`config.mk`:
```
export PLATFORM = sky130hd
export DESIGN_NAME = uart_frame_parser
export DESIGN_NICKNAME = d
export VERILOG_FILES = /design/src/rtl/uart_frame_parser.sv
export SDC_FILE = /design/constraint.sdc
export NUM_CORES = 1
export LEC_CHECK = 0
export ABC_AREA = 1
export CORE_UTILIZATION = 26
export DETAILED_ROUTE_END_ITERATION = 7
export GPL_TIMING_DRIVEN = 0
export PLACE_DENSITY = 0.52
export SYNTH_ARGS = -nofsm -noshare
export SYNTH_HDL_FRONTEND = slang
export SYNTH_SLANG_ARGS = --single-unit
```
`constraint.sdc`:
```
create_clock -name clk -period 4.7 [get_ports clk]
set_clock_uncertainty 0.05 [all_clocks]
set_input_delay 0.47 -clock clk [delete_from_list [all_inputs] [get_ports clk]]
set_output_delay 0.47 -clock clk [all_outputs]
set_load 0.02 [all_outputs]
```
`src/rtl/uart_frame_parser.sv`:
```
// Assembles SOF/CMD/LEN/payload/CHK frames from the UART byte strobe and holds a
// checksum-good frame for the host until acknowledged; bad frames raise one-cycle error pulses.
module uart_frame_parser #(
  parameter int MAX_LEN     = 16,
  parameter int TIMEOUT_CYC = 100000,
  parameter int ADDR_W      = $clog2(MAX_LEN)
) (
  input  logic              clk,
  input  logic              reset_n,
  input  logic              rx_done,
  input  logic [7:0]        rx_data,
  input  logic              rx_err,
  output logic              frame_valid,
  output logic [7:0]        frame_cmd,
  output logic [7:0]        frame_len,
  input  logic [ADDR_W-1:0] rd_addr,
  output logic [7:0]        rd_data,
  input  logic              frame_ack,
  output logic              err_chk,
  output logic              err_len,
  output logic              err_framing,
  output logic              err_timeout,
  output logic              err_overrun
);

  localparam int          TW   = $clog2(TIMEOUT_CYC);
  localparam logic [TW-1:0] TLIM = TW'(TIMEOUT_CYC - 1);
  localparam logic [7:0]  SOF  = 8'hA5;
  localparam logic [7:0]  MAXL = 8'(MAX_LEN);

  typedef enum logic [2:0] {
    S_IDLE, S_CMD, S_LEN, S_PAYLOAD, S_CHK, S_HOLD
  } state_t;

  state_t        state, state_nxt;
  logic [7:0]    acc;
  logic [7:0]    idx;
  logic [TW-1:0] tcnt;
  logic [7:0]    pbuf [MAX_LEN];
  logic          active;
  logic          chk_nxt, len_nxt, framing_nxt, timeout_nxt, overrun_nxt;

  assign frame_valid = (state == S_HOLD);

  always_comb begin
    state_nxt   = state;
    chk_nxt     = 1'b0;
    len_nxt     = 1'b0;
    framing_nxt = 1'b0;
    timeout_nxt = 1'b0;
    overrun_nxt = 1'b0;
    active      = (state inside {S_CMD, S_LEN, S_PAYLOAD, S_CHK});
    case (state)
      S_IDLE: begin
        if (rx_done) begin
          if (rx_err)              framing_nxt = 1'b1;
          else if (rx_data == SOF) state_nxt   = S_CMD;
        end
      end
      S_HOLD: begin
        // Any byte here, framing-bad or not, is an overrun; the held frame is untouched.
        if (rx_done)   overrun_nxt = 1'b1;
        if (frame_ack) state_nxt   = S_IDLE;
      end
      default: begin
        if (rx_done) begin
          if (rx_err) begin
            framing_nxt = 1'b1;
            state_nxt   = S_IDLE;
          end else begin
            case (state)
              S_CMD: state_nxt = S_LEN;
              S_LEN: begin
                if (rx_data > MAXL) begin
                  len_nxt   = 1'b1;
                  state_nxt = S_IDLE;
                end else if (rx_data == 8'h00) begin
                  state_nxt = S_CHK;
                end else begin
                  state_nxt = S_PAYLOAD;
                end
              end
              S_PAYLOAD: if (idx == frame_len - 8'd1) state_nxt = S_CHK;
              S_CHK: begin
                if (rx_data == acc) begin
                  state_nxt = S_HOLD;
                end else begin
                  chk_nxt   = 1'b1;
                  state_nxt = S_IDLE;
                end
              end
              default: state_nxt = S_IDLE;
            endcase
          end
        end else if (tcnt == TLIM) begin
          timeout_nxt = 1'b1;
          state_nxt   = S_IDLE;
        end
      end
    endcase
  end

  always_ff @(posedge clk) begin
    if (!reset_n) begin
      state       <= S_IDLE;
      acc         <= 8'h00;
      idx         <= 8'h00;
      tcnt        <= '0;
      frame_cmd   <= 8'h00;
      frame_len   <= 8'h00;
      rd_data     <= 8'h00;
      err_chk     <= 1'b0;
      err_len     <= 1'b0;
      err_framing <= 1'b0;
      err_timeout <= 1'b0;
      err_overrun <= 1'b0;
    end else begin
      state       <= state_nxt;
      err_chk     <= chk_nxt;
      err_len     <= len_nxt;
      err_framing <= framing_nxt;
      err_timeout <= timeout_nxt;
      err_overrun <= overrun_nxt;
      rd_data     <= (8'(rd_addr) < frame_len) ? pbuf[rd_addr] : 8'h00;

      // Inter-byte timer restarts on every byte and every state change.
      if (rx_done || !active || (state_nxt != state)) tcnt <= '0;
      else                                              tcnt <= tcnt + TW'(1);

      if (rx_done && !rx_err) begin
        case (state)
          S_IDLE: if (rx_data == SOF) acc <= 8'h00;
          S_CMD: begin
            frame_cmd <= rx_data;
            acc       <= rx_data;
          end
          S_LEN: begin
            if (rx_data <= MAXL) begin
              frame_len <= rx_data;
              acc       <= acc ^ rx_data;
              idx       <= 8'h00;
            end
          end
          S_PAYLOAD: begin
            acc <= acc ^ rx_data;
            idx <= idx + 8'd1;
          end
          default: ;
        endcase
      end
    end
  end

  always_ff @(posedge clk) begin
    if (reset_n && rx_done && !rx_err && (state == S_PAYLOAD))
      pbuf[idx[ADDR_W-1:0]] <= rx_data;
  end

endmodule

```
==> results.txt <==
Status = finished, final reports clean
Worst skew pair latency = 0.44 ns
Setup TNS Final = 0 ns
Antenna cells = 0
CTS tree = built
Final net count = 901
Synth cell types = 44
Final HPWL DP = 14800 um
Fin crit share = 65.3%
Worst Setup SP = rx_data[1]
Worst reg-to-reg path cell count = 6
Largest family of logic cells by synthesized area = simple AND/OR/NAND/NOR gates
Share of cells above drive strength 1 = 9.68%
Multi-input logic area = 2880 sq um
Initial Utilization = 26.8%
Post-synthesis sequential area ratio = 60.3%
CP Data Required Time = 5.02 ns
Vias per Instance = 4.47
Global-route wire length before repair = 33300 um
Setup CP Type = in -> reg
Row Count = 65
Area delta synth->final = 18.4%
Unrepaired setup endpoints after global routing = false
DRT iter0 DRCs = 426
Hold Path End = tcnt[0]$_SDFF_PP0_
Post-Synth Adder-Cell Area = 1.32%
GPL Wtd Cong = 0.862
Synth top area share = 45.1%
Post-Synthesis Cells = 811
Vias post-DR = 5919
Max stage delay on crit path = 1.00 ns
CP Cell Sequence = clkdlybuf4s50_1 -> nor2_1 -> nand2_1 -> a21oi_2 -> nor2_1 -> nor3_4 -> nand2_2 -> nor3_2 -> nand3_1 -> nor2_1 -> o21ai_1 -> a21oi_1
Hold buffer count at CTS = 0
Min Tclk post-route = 3.07 ns
Worst-margin pin slew = 1.14 ns
Hold Vio Cnt, Final = 0
CTS Sinks = 193
Critical path startpoint category = input pin
Largest net degree at the start of global routing = 23
Root Buffer = clkbuf_16
Reg2reg end = pbuf[13][2]$_DFFE_PP_
FF-to-FF Start = state[1]$_SDFF_PN0_
Final ANT Viol Nets = 0
CTS Buffer Depth = 2
H-tree Lvls = 4
Post-synth EDFFs = 128
Ys Warns = 0
Leakage = 0.00342 uW
Mapped Avg Cell Area = 10.5 sq um
Power Density = 350 nW/um^2
FF/Latch Area = 5140 sq um
Post-Syn Area = 8530 sq um
Slowest stage cell, crit path = clkdlybuf4s50_1
Max Fclk = 0.326 GHz
Area contributors post-synth = edfxtp_1 45%, dfxtp_1 15%, nand2_1 3.9%, mux2i_1 3.8%, inv_1 3.5%
Reg clk slew, reported paths = 0.07 ns
Min-delay worst type = reg -> reg
Top delay family on crit path = simple AND/OR/NAND/NOR gates
Most common flop cell mapped by yosys = edfxtp_1
Slew headroom = 23.5%
Fraction of the mapped netlist area in compound gates = 11.5%
Hold path start = tcnt[0]$_SDFF_PP0_
PortBufs = 45
VDD IR max = 0.266 mV
CTS resizes = 0
Drc violations = 0
Synth async-reset ratio = 0%
Drt pass-1 iters = 5
Post CTS Setup Buffer Count = 0
Post-synth net total = 837
Final setup fails = 0
Final-report max-slew violation count = 0
Worst path bufs/invs = 1
GRT overflow = 0
Hold depth = 1
Cell repeated most along the worst path = nor2_1
Maxcap violations = 0
Setup crit end kind = flip-flop
Mux share of post-synthesis cell area = 3.75%
FF-to-FF setup slack = 2.04 ns
Fill cell count = 3324
Core Region = 31900 sq um
IO Pins = 47
Finished Cell Area = 10100 sq um
DR WL/cell = 16.0 um
Post-Place Cell Area = 9530 sq um
FF+latch count, synth = 193
Tot GR Track Use = 13.3%
Die X-Extent = 183 um
Total CTS buffers = 17
Leading area contributor after synthesis = edfxtp_1
Worst-path fanout max = 21
Initial antenna violation count = 0
Die extent in y = 183 um
Vias in the first global route = 5871
Die area = 33500 sq um
Critical path data arrival time = 3.39 ns
Synth Area in XOR/XNOR = 2.46%
Routed WL = 21200 um
Simple-gate share of the synthesized area = 14.7%
==> layer usage <==
metal | up-vias | GRT usage (%) | wire length (um)
met4 | 0 | 5.70 | 602
met1 | 2799 | 17.9 | 10100
met3 | 37 | 2.74 | 878
met5 | - | 0 | 0
li1 | 2950 | - | -
met2 | 133 | 20.6 | 9630
==> synthesized netlist by cell type (2+ instances only) <==
| cell type | instances |
|---|---|
| mux2i_1 | 32 |
| nor2_1 | 66 |
| clkbuf_1 | 24 |
| o21ai_0 | 60 |
| nor3_2 | 2 |
| a221oi_1 | 4 |
| nor2_2 | 6 |
| inv_1 | 80 |
| a31oi_1 | 10 |
| nand4_1 | 9 |
| o211ai_1 | 25 |
| edfxtp_1 | 128 |
| nor3_1 | 15 |
| xnor2_1 | 6 |
| nor2_4 | 14 |
| nand3_1 | 42 |
| a21oi_1 | 58 |
| buf_2 | 6 |
| nor3b_1 | 2 |
| o21a_1 | 2 |
| ha_1 | 9 |
| dfxtp_1 | 65 |
| nand2_1 | 89 |
| a211oi_1 | 4 |
| inv_2 | 11 |
| xor2_1 | 18 |
| nand2_2 | 7 |
==> cell families (layout without fill, tap and decap cells) <==
kind of cell | Yosys count | count (layout)
adder cells (fa/ha/maj) | 9 | 9
XOR/XNOR | 24 | 24
buffers and inverters | 125 | 202
multiplexers | 32 | 32
AO/OA/AOI/OAI | 170 | 170
flip-flops | 193 | 193
AND/OR/NAND/NOR | 258 | 258
==> worst max path at each step <==
stage | slack, ns | end | cells after the start
5_1_grt | 1.36 | idx[7]$_SDFFE_PN0P_ | 12
4_1_cts | 1.58 | idx[7]$_SDFFE_PN0P_ | 12
6_report | 1.63 | idx[7]$_SDFFE_PN0P_ | 12
3_3_place_gp | 1.18 | tcnt[9]$_SDFF_PP0_ | 16
2_1_floorplan | 2.46 | tcnt[9]$_SDFF_PP0_ | 21
3_5_place_dp | 1.12 | idx[7]$_SDFFE_PN0P_ | 12
==> per-stage QoR <==
step                worst slack [ns]  hold slack [ns]  power, uW  std cells  utilization [%]
finish                          1.63            0.397       3540       1323             31.7
global route                    1.36            0.424       3670       1323             31.7
CTS                             1.58            0.402       3570       1323             31.7
detailed placement              1.12            0.386       2140       1291             29.9
global placement                1.18            0.382       2140       1291             29.9
floorplan                       2.46            0.368       2030        811                -
==> report_power, final <==
part	total (uW)	leakage (uW)	switching, uW	internal, uW
Combinational	278	0.00146	189	88.7
Clock	1440	0.000286	728	714
Sequential	1820	0.00167	5.87	1810
Total	3540	0.00342	923	2620
==> registers in the layout, indices dropped and copies added, names as in the netlist, 3 cells and up <==
signal and count:
rd_data 8, frame_cmd 8, acc 8, tcnt 17, idx 8, frame_len 8, pbuf 128, state 3
==> cell usage in the layout, fill, tap and decap left out, types with 32 or more instances in the layout <==
cell type,synthesis,routed
dfxtp_1,65,65
edfxtp_1,128,128
o21ai_0,60,60
nand2_1,89,89
mux2i_1,32,32
a21oi_1,58,58
nand3_1,42,42
inv_1,80,80
clkdlybuf4s50_1,0,45
nor2_1,66,66
==> area by class of cell <==
| cell class | count | share of cell area, % |
|---|---|---|
| Buffer | 32 | 1.50 |
| Inverter | 93 | 3.48 |
| Timing Repair Buffer | 45 | 4.46 |
| Clock buffer | 17 | 4.21 |
| Sequential cell | 193 | 50.9 |
| Tap cell | 435 | 5.39 |
| Clock inverter | 15 | 1.51 |
| Multi-Input combinational cell | 493 | 28.5 |
Note: power is estimated with default switching activity, not from simulation.
